==> config.mk <==
export PLATFORM = sky130hd
export DESIGN_NAME = hazard_controller
export DESIGN_NICKNAME = d
export VERILOG_FILES = /design/src/rtl/hazard_controller.sv
export SDC_FILE = /design/constraint.sdc
export NUM_CORES = 1
export LEC_CHECK = 0
export CORE_MARGIN = 4
export CORE_UTILIZATION = 45
export DETAILED_ROUTE_END_ITERATION = 12
export GPL_TIMING_DRIVEN = 0
export HOLD_SLACK_MARGIN = 0.02
export PLACE_DENSITY = 0.82
export SYNTH_ARGS = -nofsm -noshare
export SYNTH_HDL_FRONTEND = slang
export SYNTH_SLANG_ARGS = --single-unit
==> constraint.sdc <==
create_clock -name clk -period 2.7 [get_ports clk]
set_input_delay 0.405 -clock clk [delete_from_list [all_inputs] [get_ports clk]]
set_output_delay 0.405 -clock clk [all_outputs]
set_load 0.02 [all_outputs]
==> src/rtl/hazard_controller.sv <==
// Hazard and sequencing controller for the 5-stage pipeline.
// Produces forwarding selects, load-use stalls, branch flushes and a
// drain sequence for instructions that write the PC. Also keeps saturating
// stall/flush event counters.
module hazard_controller #(
  parameter int CW = 16
) (
  input  logic          clk,
  input  logic          reset_asynchronous,
  input  logic [3:0]    RA1D,
  input  logic [3:0]    RA2D,
  input  logic [3:0]    RA1E,
  input  logic [3:0]    RA2E,
  input  logic [3:0]    WA3E,
  input  logic [3:0]    WA3M,
  input  logic [3:0]    WA3W,
  input  logic          RegWriteE,
  input  logic          RegWriteM,
  input  logic          RegWriteW,
  input  logic          MemtoRegE,
  input  logic          PCSrcD,
  input  logic          BranchTakenE,
  input  logic          ClearCounters,
  output logic [1:0]    ForwardAE,
  output logic [1:0]    ForwardBE,
  output logic          StallF,
  output logic          StallD,
  output logic          FlushD,
  output logic          FlushE,
  output logic [CW-1:0] StallCount,
  output logic [CW-1:0] FlushCount
);

  // state | meaning
  // RUN   | normal issue; load-use stalls and branch flushes handled here
  // DRAIN | PC-writing instruction travels E -> M -> W; fetch is held
  //       | until its W cycle and Decode is flushed throughout
  typedef enum logic {RUN, DRAIN} state_t;

  state_t     state;
  logic [1:0] drain_cnt;
  logic       ldr_stall;
  logic       pcsrc_trig;

  // Forwarding selects: Memory stage wins over Writeback; R15 is never forwarded.
  always_comb begin
    ForwardAE = 2'b00;
    ForwardBE = 2'b00;
    if (RegWriteM && (RA1E == WA3M) && (RA1E != 4'd15))
      ForwardAE = 2'b10;
    else if (RegWriteW && (RA1E == WA3W) && (RA1E != 4'd15))
      ForwardAE = 2'b01;
    if (RegWriteM && (RA2E == WA3M) && (RA2E != 4'd15))
      ForwardBE = 2'b10;
    else if (RegWriteW && (RA2E == WA3W) && (RA2E != 4'd15))
      ForwardBE = 2'b01;
  end

  // Stall/flush controls, combinational from inputs and current state.
  always_comb begin
    ldr_stall  = 1'b0;
    pcsrc_trig = 1'b0;
    StallF     = 1'b0;
    StallD     = 1'b0;
    FlushD     = 1'b0;
    FlushE     = 1'b0;
    if (state == RUN) begin
      ldr_stall  = MemtoRegE & RegWriteE & ((WA3E == RA1D) | (WA3E == RA2D));
      // A taken branch squashes the Decode instruction, so its PC write is moot.
      pcsrc_trig = PCSrcD & ~BranchTakenE;
      StallF     = ldr_stall | pcsrc_trig;
      StallD     = ldr_stall;
      FlushD     = pcsrc_trig | BranchTakenE;
      FlushE     = ldr_stall | BranchTakenE;
    end else begin
      // Fetch is released in the W cycle so the new PC is picked up next edge.
      StallF = (drain_cnt != 2'd1);
      FlushD = 1'b1;
      FlushE = BranchTakenE;
    end
  end

  // Drain sequencer: three cycles after a PC-writing instruction leaves Decode.
  always_ff @(posedge clk or posedge reset_asynchronous) begin
    if (reset_asynchronous) begin
      state     <= RUN;
      drain_cnt <= 2'd0;
    end else begin
      case (state)
        RUN: begin
          if (pcsrc_trig) begin
            state     <= DRAIN;
            drain_cnt <= 2'd3;
          end
        end
        DRAIN: begin
          drain_cnt <= drain_cnt - 2'd1;
          if (drain_cnt == 2'd1)
            state <= RUN;
        end
        default: begin
          state     <= RUN;
          drain_cnt <= 2'd0;
        end
      endcase
    end
  end

  // Saturating event counters; a clear request beats any increment.
  always_ff @(posedge clk or posedge reset_asynchronous) begin
    if (reset_asynchronous) begin
      StallCount <= '0;
      FlushCount <= '0;
    end else if (ClearCounters) begin
      StallCount <= '0;
      FlushCount <= '0;
    end else begin
      if (StallF && (StallCount != '1))
        StallCount <= StallCount + CW'(1);
      if (FlushE && (FlushCount != '1))
        FlushCount <= FlushCount + CW'(1);
    end
  end

endmodule

==> results.md <==
* Status: finished, final reports clean
* CP Capture Type: output pin
* IO buf count at 76
* # diodes at 0
* Antenna violations before repair at 0
* Core ar. at 4723 um^2
* Critical Path Source Type: primary input
* F_max at 392.0 MHz
* H-tree levels at 2
* Layout cells sized above 1 at 0.06567
* RSZ-0062 raised after global routing: no
* Antenna Nets Post-Route at 0
* Nets@finish at 374
* Proportion of synthesized area in mux cells at 0.03472
* Flops & latches, synth at 35
* Yosys cell types at 29
* Hold/Removal Path Class: flop to flop
* Period minus WS final at 2.551 ns
* FF-to-FF path depth at 7
* PwrDens at 441.4 nW/um^2
* Comb pwr share at 0.301
* Skew-Pair Late Insertion Delay at ~0.29 ns
* Hold WS at roughly 0.5 ns
* Final hold vios at 0
* Number of hold buffers added after CTS at 0
* Actual slew at the worst max-slew pin at between 0.7 and 0.8 ns
* Die height at 77.90 um
* CTS tree: yes
* Mapped Cells at between 200 and 300
* Period utilization at 0.9448
* Syn. warnings at 0
* Final wirelength at 5.256 mm
* Async S/R FF share, synth at 1.000
* Placer Congestion at ~0.8
* First-pass GRT wire length at 8.873 mm
* Register area share after synthesis at 0.3984
* Synth Area in Simple Gates at 0.2516
* Crit-path max FO at 10
* Overflow after GRT at 0
* Sequential Power Share at 0.435
* Total GRT Usage at 0.1777
* Predominant post-synthesis flop cell: dfrtp_1
* Pint at 939.3 uW
* Initial DRT Pass Iterations at 4
* Wire per inst at 13.07 um
* Root Driver: clkbuf_8
* Cts bufs inserted at 5
* Clock buffer depth at 2
* Clock skew at ~0.0063 ns
* Die ar. at 6068 um^2
* Cell Count Post-Placement at approximately 390
* Synth Area in Adders at 0.01707
* Crit path from: WA3E[1]
* Area grow syn2layout at 42.69%
* Clock power frac at 0.264
* Finish-stage setup viols at 0
* Vias at between 2000 and 2500
* P_sw at ~450 uW
* Drt via density at 5.299
* Largest family of logic cells by synthesized area: simple AND/OR/NAND/NOR gates
* Cell row count at 25
* Hold Path Stages at 1
* Critical path type: primary input to output pin
* Vias in the first global route at 2013
* Clock transition at the registers of the reported paths at about 0.07 ns
* Mapped cell area at about 2200 um^2
* Max-cap violations at 0
* Yosys top cell area share at 0.3984
* Leakage Power at 1.244 nW
* Commonest cells post-synth: dfrtp_1 (35), nor2_1 (35), xnor2_1 (18)
* Hold Crit Start: drain_cnt[0]
* Starting DRT DRC Count at ~110
* Relative slew margins at 0.5190
* HPWL after DPL at 4.139 mm
* Max IR drop VDD at 0.2855 mV
* Synthesized area per cell at 8.793 um^2
* Final slew viol count at 0
* Largest net degree at the start of global routing at 36
* Detailed-route DRC error count at 0
* CP Data Required Time at 2.30 ns
* Largest area contributor in the netlist: dfrtp_1
* Top cells by area, synth: dfrtp_1 (40%), xnor2_1 (7.2%), xor2_1 (6.8%), nor2_1 (6.0%), o211ai_1 (3.8%)
* Post-synth EDFFs at 0
* Syn nets at 290
* Crit path DAT at 2.15 ns
* Synth Area in XOR/XNOR at 0.1394
* Non-filler cells, final at 402
* Reg2reg setup slack at 0.29 ns
* Horiz. Die Dim at 77.90 um
* Reg-to-reg startpoint: FlushCount[0]
* Clock sinks at 35
* Synth Area in Compound Gates at 0.1281
* Initial Utilization at 0.4654
* I/O pin count at 77
* Switching share of power at 0.3216
==> per-stage QoR <==
| stage | TNS [ns] | power [mW] | area, um^2 | worst slack, ns | util |
|---|---|---|---|---|---|
| floorplan | 0 | 0.8544 | 2198 | 0.5106 | - |
| global placement | -1.954 | 1.027 | 3043 | -0.6454 | 0.6442 |
| detailed placement | -1.902 | 1.038 | 3043 | -0.6478 | 0.6442 |
| CTS | 0 | 1.390 | 3132 | 0.04234 | 0.6630 |
| global route | 0 | 1.462 | 3137 | 0.004484 | 0.6641 |
| finish | 0 | 1.385 | 3137 | 0.1490 | 0.6641 |
==> flip-flops by register name (all words and copies together) (netlist names) <==
signal      flops
drain_cnt       2
state           1
FlushCount     16
StallCount     16
==> timing repair <==
item / 4_1_cts / 5_1_grt
resized for setup: 5 / 4
setup buffers: 1 / 0
pin swaps: 1 / 0
setup endpoints to repair: 3 / 3
==> layout make-up <==
class	instances	area (um^2)
fillers	375	1587
multi-input cells	197	1255
flip-flops and latches	35	875.8
repair buffers	77	769.5
well taps	67	83.83
clock buffers	7	76.32
inverters	10	37.54
plain buffers	8	33.78
clock inverters	1	5.005
==> path summary, 6_finish.rpt <==
kind	end
max in group asynchronous	StallCount[7]
setup reg to reg	FlushCount[6]
min in group asynchronous	StallCount[12]
setup / recovery	FlushE
hold / removal	drain_cnt[0]
hold reg to reg	drain_cnt[0]
==> layer usage <==
layer  vias up  share of wire  global-route usage
met3         7          0.094             0.05568
met2        86           0.48              0.3151
met5         -              0                   0
met1       981           0.41              0.2085
met4         0          0.012             0.04196
li1       1056              -                   -
==> power groups by stage <==
| stage | sequential, mW | combinational (mW) | clock [mW] |
|---|---|---|---|
| global route | 0.606 | 0.461 | 0.395 |
| finish | 0.602 | 0.417 | 0.365 |
| global placement | 0.609 | 0.418 | 0 |
| CTS | 0.601 | 0.421 | 0.368 |
| detailed placement | 0.611 | 0.426 | 0 |
| floorplan | 0.627 | 0.227 | 0 |
==> cell families (layout without fill, tap and decap cells) <==
logic type	count (synthesis)	count (layout)
muxes	7	7
and+or+nand+nor	109	109
adders and majority gates	3	3
xor gates and xnor gates	35	35
AOI/OAI and AO/OA	43	43
DFF	35	35
buffers and inverters	18	103
==> layout by cell type, fill, tap and decap left out, types with 6 or more instances in the layout <==
cell type and instances:
a21oi_1 12, clkbuf_1 9, clkdlybuf4s50_1 72, dfrtp_1 35, inv_1 9, nand2_1 14, nand3_1 10, nand4_1 10
nor2_1 35, nor2b_1 6, o211ai_1 11, o21ai_0 11, or3_1 10, xnor2_1 18, xor2_1 17
==> critical path: stages <==
cell,delay (ns)
clkdlybuf4s50_1,0.51
xnor2_1,0.14
nand4_1,0.15
a211oi_4,0.30
buf_4,0.22
or2_2,0.13
clkdlybuf4s15_1,0.30
Power figures use the tool's default switching activity.
